`config.mk`:
```
export PLATFORM = sky130hd
export DESIGN_NAME = wb_port_arbiter
export DESIGN_NICKNAME = d
export VERILOG_FILES = /design/src/rtl/wb_port_arbiter.sv
export SDC_FILE = /design/constraint.sdc
export NUM_CORES = 1
export LEC_CHECK = 0
export CAP_MARGIN = 15
export CORE_ASPECT_RATIO = 1.4
export CORE_MARGIN = 10
export CORE_UTILIZATION = 28
export CTS_BUF_LIST = sky130_fd_sc_hd__clkbuf_16
export CTS_CLUSTER_DIAMETER = 200
export DETAILED_ROUTE_END_ITERATION = 10
export SYNTH_ARGS = -nofsm -noshare
export SYNTH_HDL_FRONTEND = slang
export SYNTH_SLANG_ARGS = --single-unit
```
`constraint.sdc`:
```
create_clock -name clk -period 2.1 [get_ports clk]
set_input_delay 0.315 -clock clk [delete_from_list [all_inputs] [get_ports clk]]
set_output_delay 0.315 -clock clk [all_outputs]
set_load 0.01 [all_outputs]
```
`src/rtl/wb_port_arbiter.sv`:
```
// Register-file write-port arbiter: stage-5 write-back has fixed priority over the
// long-latency unit, with a pending-destination scoreboard and starvation bubble request.
module wb_port_arbiter #(
    parameter int STARVE_MAX = 4,
    parameter int CNT_W      = 4
) (
    input  logic        clk,
    input  logic        rst_n,
    input  logic        wb_regwrite,
    input  logic [4:0]  wb_wrreg,
    input  logic [31:0] wb_wrdata,
    input  logic        lu_valid,
    input  logic [4:0]  lu_wrreg,
    input  logic [31:0] lu_wrdata,
    output logic        lu_ready,
    input  logic        lu_issue,
    input  logic [4:0]  lu_issue_reg,
    input  logic [4:0]  chk_rs,
    input  logic [4:0]  chk_rt,
    output logic        hazard_stall,
    output logic        bubble_req,
    output logic        rf_we,
    output logic [4:0]  rf_wrreg,
    output logic [31:0] rf_wrdata,
    output logic        sb_err
);

    typedef enum logic [1:0] {IDLE, WAIT, BUBBLE} state_e;

    localparam logic [CNT_W-1:0] SMAX = CNT_W'(STARVE_MAX);
    localparam logic [CNT_W-1:0] CNT_ONE = CNT_W'(1);

    state_e           state_q, state_d;
    logic [CNT_W-1:0] cnt_q, cnt_d, cnt_inc;
    logic             bubble_q;
    logic [31:0]      pending_q, pending_d, set_vec, clr_vec, live_vec;
    logic             sb_err_q, sb_err_d;
    logic             wb_win, lu_ok;

    // Gating with rst_n keeps the write port and handshake quiet while reset is held.
    assign wb_win = rst_n && wb_regwrite && (wb_wrreg != 5'd0);
    assign lu_ok  = rst_n && lu_valid && !wb_win;

    always_comb begin
        rf_we     = 1'b0;
        rf_wrreg  = 5'd0;
        rf_wrdata = 32'd0;
        lu_ready  = 1'b0;
        if (wb_win) begin
            rf_we     = 1'b1;
            rf_wrreg  = wb_wrreg;
            rf_wrdata = wb_wrdata;
        end else if (lu_ok) begin
            rf_we     = (lu_wrreg != 5'd0);
            rf_wrreg  = lu_wrreg;
            rf_wrdata = lu_wrdata;
            lu_ready  = 1'b1;
        end
    end

    // A retire and re-issue of the same register in one cycle is legal, so the
    // double-issue check looks at pending bits after this cycle's clear.
    always_comb begin
        set_vec = '0;
        clr_vec = '0;
        if (lu_issue) set_vec[lu_issue_reg] = 1'b1;
        if (lu_ready) clr_vec[lu_wrreg] = 1'b1;
        live_vec  = pending_q & ~clr_vec;
        pending_d = (live_vec | set_vec) & ~32'd1;
        sb_err_d  = sb_err_q | (lu_issue && (lu_issue_reg != 5'd0) && live_vec[lu_issue_reg]);
    end

    assign hazard_stall = pending_q[chk_rs] | pending_q[chk_rt];

    assign cnt_inc = (cnt_q == '1) ? cnt_q : cnt_q + CNT_ONE;

    always_comb begin
        state_d = state_q;
        cnt_d   = cnt_q;
        case (state_q)
            IDLE: begin
                if (lu_valid && !lu_ok) begin
                    cnt_d   = CNT_ONE;
                    state_d = (SMAX <= CNT_ONE) ? BUBBLE : WAIT;
                end
            end
            WAIT: begin
                if (lu_ok || !lu_valid) begin
                    state_d = IDLE;
                    cnt_d   = '0;
                end else begin
                    cnt_d = cnt_inc;
                    if (cnt_inc >= SMAX) state_d = BUBBLE;
                end
            end
            BUBBLE: begin
                if (lu_ok || !lu_valid) begin
                    state_d = IDLE;
                    cnt_d   = '0;
                end else begin
                    cnt_d = cnt_inc;
                end
            end
            default: begin
                state_d = IDLE;
                cnt_d   = '0;
            end
        endcase
    end

    always_ff @(posedge clk or negedge rst_n) begin
        if (!rst_n) begin
            state_q   <= IDLE;
            cnt_q     <= '0;
            bubble_q  <= 1'b0;
            pending_q <= '0;
            sb_err_q  <= 1'b0;
        end else begin
            state_q   <= state_d;
            cnt_q     <= cnt_d;
            bubble_q  <= (state_d == BUBBLE);
            pending_q <= pending_d;
            sb_err_q  <= sb_err_d;
        end
    end

    assign bubble_req = bubble_q;
    assign sb_err     = sb_err_q;

endmodule

```
; After elaboration in Yosys (flattened, before gate mapping)
; Cells that the tools add are included.
[word_totals]
inputBits = 94
register_bits = 39
wordCells = 70
[classes]
n_addsub = 1
n_bitwise = 5
muxes = 29
eq_ne = 5
n_lt_le_gt_ge = 7
reduce_logical = 18
[ops]
columns = op, n
row1 = 2-to-1 mux 32 bit, 4
row2 = AND 32 bit, 1
row3 = NOT 32 bit, 1
row4 = bitwise OR 32 bit, 1
row5 = "less-than comparator 5 x 6 -> 1 bit, second input constant", 4
row6 = binary-select mux 1 bit (select 5 bit), 3
row7 = nonzero test 5 bit, 3
row8 = 2-to-1 mux 4 bit, 3
row9 = demux 1 bit (select 5 bit), 2
row10 = "greater-or-equal comparator 5 x 1 -> 1 bit, second input constant", 2
row11 = 2-to-1 mux 5 bit, 2
row12 = logical AND 1 bit, 9
row13 = 2-to-1 mux 1 bit, 9
row14 = 2-to-1 mux 2 bit, 4
row15 = case mux 4 bit (2 select lines), 1
row16 = case mux 2 bit (3 select lines), 1
row17 = "adder 4 x 1 -> 4 bit, second input constant", 1
row18 = "== test 2 bit, second input constant", 2
row19 = "== test 4 bit, second input constant", 1
row20 = "greater-or-equal comparator 4 x 3 -> 1 bit, second input constant", 1
row21 = zero test 1 bit, 3
row22 = "== test 2 x 1 -> 1 bit, second input constant", 1
row23 = zero test 2 bit, 1
row24 = "!= test 2 bit, second input constant", 1
row25 = 3 further kinds, 4

; Logic depth before layout (Yosys ltp)
[logic_depth]
ltp_word = 13
ltp_mapped = 8

; Least setup slack after synthesis
; No wires, ideal clock.
[synth_timing]
kind = in2out
start = input chk_rs[0]
end = output hazard_stall
required_time_ns = 1.785
arrival_time_ns = 1.740
n_path_buf = 1
setup_slack_ns = 0.045
stages = 5
path_cell_list = buf_2 mux4_2 mux4_2 mux2i_1 nand2_1
[synth_between]
elab_chain_len = 3
[synth_lines]
columns = element, line
row1 = from (decl), 18  ; input logic [4:0] chk_rs,
row2 = binary-select mux 1 bit (select 5 bit), 73  ; assign hazard_stall = pending_q[chk_rs] | pending_q[chk_rt];
row3 = 2-to-1 mux 1 bit (not written as such), 73
row4 = bitwise OR 1 bit, 73
row5 = to (decl), 20  ; output logic hazard_stall,
; Every way passes these cells. The select of a mux whose other input is x is not followed.

; Worst setup path after layout
[layout_timing]
start = register pending_q[31]
end = output hazard_stall
[layout_between]
elab_chain_len = 3
elab_cells_between_ends = 5
cone_classes = mux: 4 / bitwise: 1
[layout_lines]
columns = element, line
row1 = from (decl), 36  ; logic [31:0] pending_q, pending_d, set_vec, clr_vec, live_vec;
row2 = from (signal assigned), 122  ; pending_q <= pending_d;
row3 = binary-select mux 1 bit (select 5 bit), 73
row4 = 2-to-1 mux 1 bit (not written as such), 73
row5 = bitwise OR 1 bit (*), 73
; Mark *: on every way between the ends. The rest lies on a longest branch, timed or not. The select of a mux whose other input is x is not followed.

==> reports/results.ini <==
[run_status]
status=finished, violations left
violations=setup timing

[flow_run]
max-cap-violations=0

[setup_path]
end_kind=output port
critPathLaunchType=flip-flop
r2r_end=sb_err
data_arrival_time_of_the_critical_path_ns=2.04
rr_startpoint=pending_q[27]
worst-endpoint-required_ns=1.78
timing.reg2reg.setup_slack_ns=0.23
crit_path_start=pending_q[31]
critical_path_class=flip-flop to output port
worstRegToRegCells=6
critPathMaxFanout=3

[grt]
grt_first_pass_wirelength_um=24870
maximum_number_of_pins_on_one_net_before_global_route_repair=36
grt_use_total=0.1853
initial_antenna_violation_count=1
first_global_vias=4641
overflow=0

[floorplan]
floorplan.rows=46
core_region_area_mm2=0.01145
die_x_um=111.7
floorplan.io_pins=136
fp.dieArea_mm2=0.01659
start_util=0.2881
floorplan.die.height_um=148.4

[detailed_routing]
totalWireLength_um=15930
wl_met2_um=8371
met3WireLength_um=1321
final_antenna_net_count=0
drt_pass1_iterations=6
number_of_vias_per_cell=5.607
drt_iter0_drc=321
met1_length_um=5449
wire_length_per_cell_after_detailed_routing_um=21.22
route.vias.total=4211
post-route-drc-count=0
top_layer_used=met4

[layout]
nets=704
layout_area_growth_over_synthesis_pct=78.35
final_layout_size_suffix_gt1_frac=0.3515
finish.instance_area_mm2=0.005884

[timing]
max_freq_mhz=424.3
setup_repair_after_global_routing_missed_its_margin=yes
final-max-slew-violation-count=0
fin_crit_sh=1.122
min_tclk_post_route_ns=2.357
max_slew_headroom=0.6940
worst_slack_ns=-0.2570
setup_total_negative_slack_ns=-0.2570
worst_slew_pin_slew_ns=0.4590
fin_skew_ns=0.002752
setup_viol_count_final=1
finalHoldViolations=0

[power]
power_leakage_nw=2.620
p_switching_mw=1.170
power.ir.vdd_worst_mv=0.3357
cellPowerDensity_mw_per_mm2=605.1
cell_internal_pwr_mw=2.391
sequentialPowerShare=0.318
power.share.combinational=0.432
power.share.clock=0.250
power.switching_fraction=0.3285

[logic_synthesis]
synth_async_sr_flop_share=1.000
synth_unique_cells=61
postSynthAreaPerCell_um2=9.140
synth_edf_count=0
synthFlopType=sky130_fd_sc_hd__dfrtp_1
number_of_synthesis_warnings=0
synthesis.nets=460
synth_seq_cells=39
synth-seq-area-share=0.2958
netlist_instances=361
synth_area_mm2=0.003299

[clock_tree]
cts-root-to-sink-buffers=2
clkTransAtPathRegs_ns=0.06
cts_sinks=39
total_clock_buffers_created_by_cts=5
clock_tree.htree_level_count=2
clk_root_buffer_cell=sky130_fd_sc_hd__clkbuf_16
tritoncts=yes
clock_insertion_delay_worst_skew_ns=0.29
hold_buffers=0

[placed_design]
count_of_buffers_inserted_at_the_top_level_ports=135
post_dp_cell_area_mm2=0.005607
dp_hpwl_um=12950
place.gp.congestion=1.017
dpl_worst_slack_ns=-0.8982

[worst_hold_path]
worstHoldPathType=primary input to asynchronous set/reset pin

through the flow:
stage	instances	hold WS, ns	power, mW	util
after floorplan	361	0.01941	1.720	-
after global placement	727	0.3943	2.598	0.4895
after detailed placement	727	0.3940	2.643	0.4895
after CTS	748	0.09154	3.543	0.5107
after global routing	751	0.1076	3.733	0.5138
final	751	0.09414	3.561	0.5138
routing by layer:
layer | global-route usage | up-vias
li1 | - | 1931
met1 | 0.1756 | 1968
met2 | 0.3458 | 254
met3 | 0.05596 | 58
met4 | 0.1024 | 0
met5 | 0 | -
registers in the layout, summed over array words and instances (netlist names):
| register | count |
|---|---|
| cnt_q | 4 |
| pending_q | 31 |
| sb_err | 1 |
| bubble_req | 1 |
| state_q | 2 |
how the worst max path moves through the flow:
stage / to / slack [ns] / cells past startpoint
after floorplan: hazard_stall / 0.04 / 5
after global placement: hazard_stall / -0.85 / 7
after detailed placement: hazard_stall / -0.90 / 7
after CTS: hazard_stall / -0.26 / 5
after global routing: hazard_stall / -0.30 / 5
final: hazard_stall / -0.26 / 5
final cells by class:
| type | instances | area (um2) |
|---|---|---|
| well taps | 144 | 180.2 |
| clock inverters | 3 | 43.79 |
| repair buffers | 262 | 2302 |
| diodes | 1 | 2.502 |
| clock buffers | 5 | 125.1 |
| inverters | 12 | 45.04 |
| multi-input cells | 285 | 2208 |
| flip-flops and latches | 39 | 977.2 |
| fillers | 1070 | 5569 |
cells in the mapped netlist (4+ instances only):
cell type | count | area (um2)
sky130_fd_sc_hd__o22ai_1 | 4 | 25.02
sky130_fd_sc_hd__nand3_1 | 8 | 40.04
sky130_fd_sc_hd__nand3b_1 | 5 | 37.54
sky130_fd_sc_hd__nor3_1 | 9 | 45.04
sky130_fd_sc_hd__nor2_1 | 17 | 63.81
sky130_fd_sc_hd__inv_1 | 11 | 41.29
sky130_fd_sc_hd__clkbuf_1 | 15 | 56.30
sky130_fd_sc_hd__a32o_1 | 4 | 40.04
sky130_fd_sc_hd__o31ai_1 | 5 | 37.54
sky130_fd_sc_hd__nand2_1 | 19 | 71.32
sky130_fd_sc_hd__a21oi_1 | 10 | 50.05
sky130_fd_sc_hd__ha_1 | 5 | 62.56
sky130_fd_sc_hd__mux4_2 | 18 | 405.4
sky130_fd_sc_hd__dfrtp_1 | 39 | 975.9
sky130_fd_sc_hd__o21ai_0 | 66 | 330.3
sky130_fd_sc_hd__nand2b_1 | 8 | 50.05
sky130_fd_sc_hd__buf_2 | 7 | 35.03
sky130_fd_sc_hd__a22o_1 | 37 | 324.1
placed cells by master, fill, tap and decap left out, types with 4 or more instances in the layout:
master                            netlist  final
sky130_fd_sc_hd__nand2b_1               8      7
sky130_fd_sc_hd__clkbuf_2               0      5
sky130_fd_sc_hd__nand3b_1               5      5
sky130_fd_sc_hd__dlymetal6s2s_1         0      4
sky130_fd_sc_hd__dlygate4sd2_1          0     10
sky130_fd_sc_hd__dfrtp_1               39     38
sky130_fd_sc_hd__a21oi_1               10      8
sky130_fd_sc_hd__nand2_1               19     19
sky130_fd_sc_hd__buf_6                  0      8
sky130_fd_sc_hd__bufbuf_16              0      4
sky130_fd_sc_hd__a22o_1                37     37
sky130_fd_sc_hd__mux4_2                18     18
sky130_fd_sc_hd__nor3_1                 9      9
sky130_fd_sc_hd__nor2_1                17     16
sky130_fd_sc_hd__nand3_1                8      8
sky130_fd_sc_hd__clkbuf_16              0      5
sky130_fd_sc_hd__ha_1                   5      5
sky130_fd_sc_hd__buf_4                  3    112
sky130_fd_sc_hd__inv_1                 11     11
sky130_fd_sc_hd__o31ai_1                5      5
sky130_fd_sc_hd__buf_2                  7     34
sky130_fd_sc_hd__buf_12                 0      4
sky130_fd_sc_hd__clkdlybuf4s50_1        0     77
sky130_fd_sc_hd__o22ai_1                4      4
sky130_fd_sc_hd__o21ai_0               66     66
power by group through the flow:
stage	Sequential [mW]	Clock, mW	Combinational, mW
5_1_grt	1.14	0.924	1.67
4_1_cts	1.12	0.892	1.53
3_3_place_gp	1.13	0	1.47
6_report	1.13	0.891	1.54
2_1_floorplan	1.04	0	0.679
3_5_place_dp	1.13	0	1.51
cell families after synthesis:
kind of cell	after synthesis	synth area share
compound gates	161	0.3375
simple gates	94	0.1547
flops	39	0.2958
buf+inv	37	0.04816
mux	24	0.1422
fa+ha+maj	5	0.01896
xor+xnor	1	0.002655
critical path: stages, from the launching register on:
cell,delay (ns)
sky130_fd_sc_hd__dfrtp_1,0.42
sky130_fd_sc_hd__mux4_2,0.51
sky130_fd_sc_hd__mux4_2,0.49
sky130_fd_sc_hd__mux2i_1,0.15
sky130_fd_sc_hd__nand2_1,0.06
sky130_fd_sc_hd__buf_2,0.14
timing repair:
action / 4_1_cts / 5_1_grt
setup endpoints to repair: 41 / 26
pin swaps: 6 / 9
buffers inserted: 8 / 3
cloned: 5 / 0
endpoints found under the hold margin: 0 / 0
gates resized for setup: 177 / 20
Power figures use the tool's default switching activity.
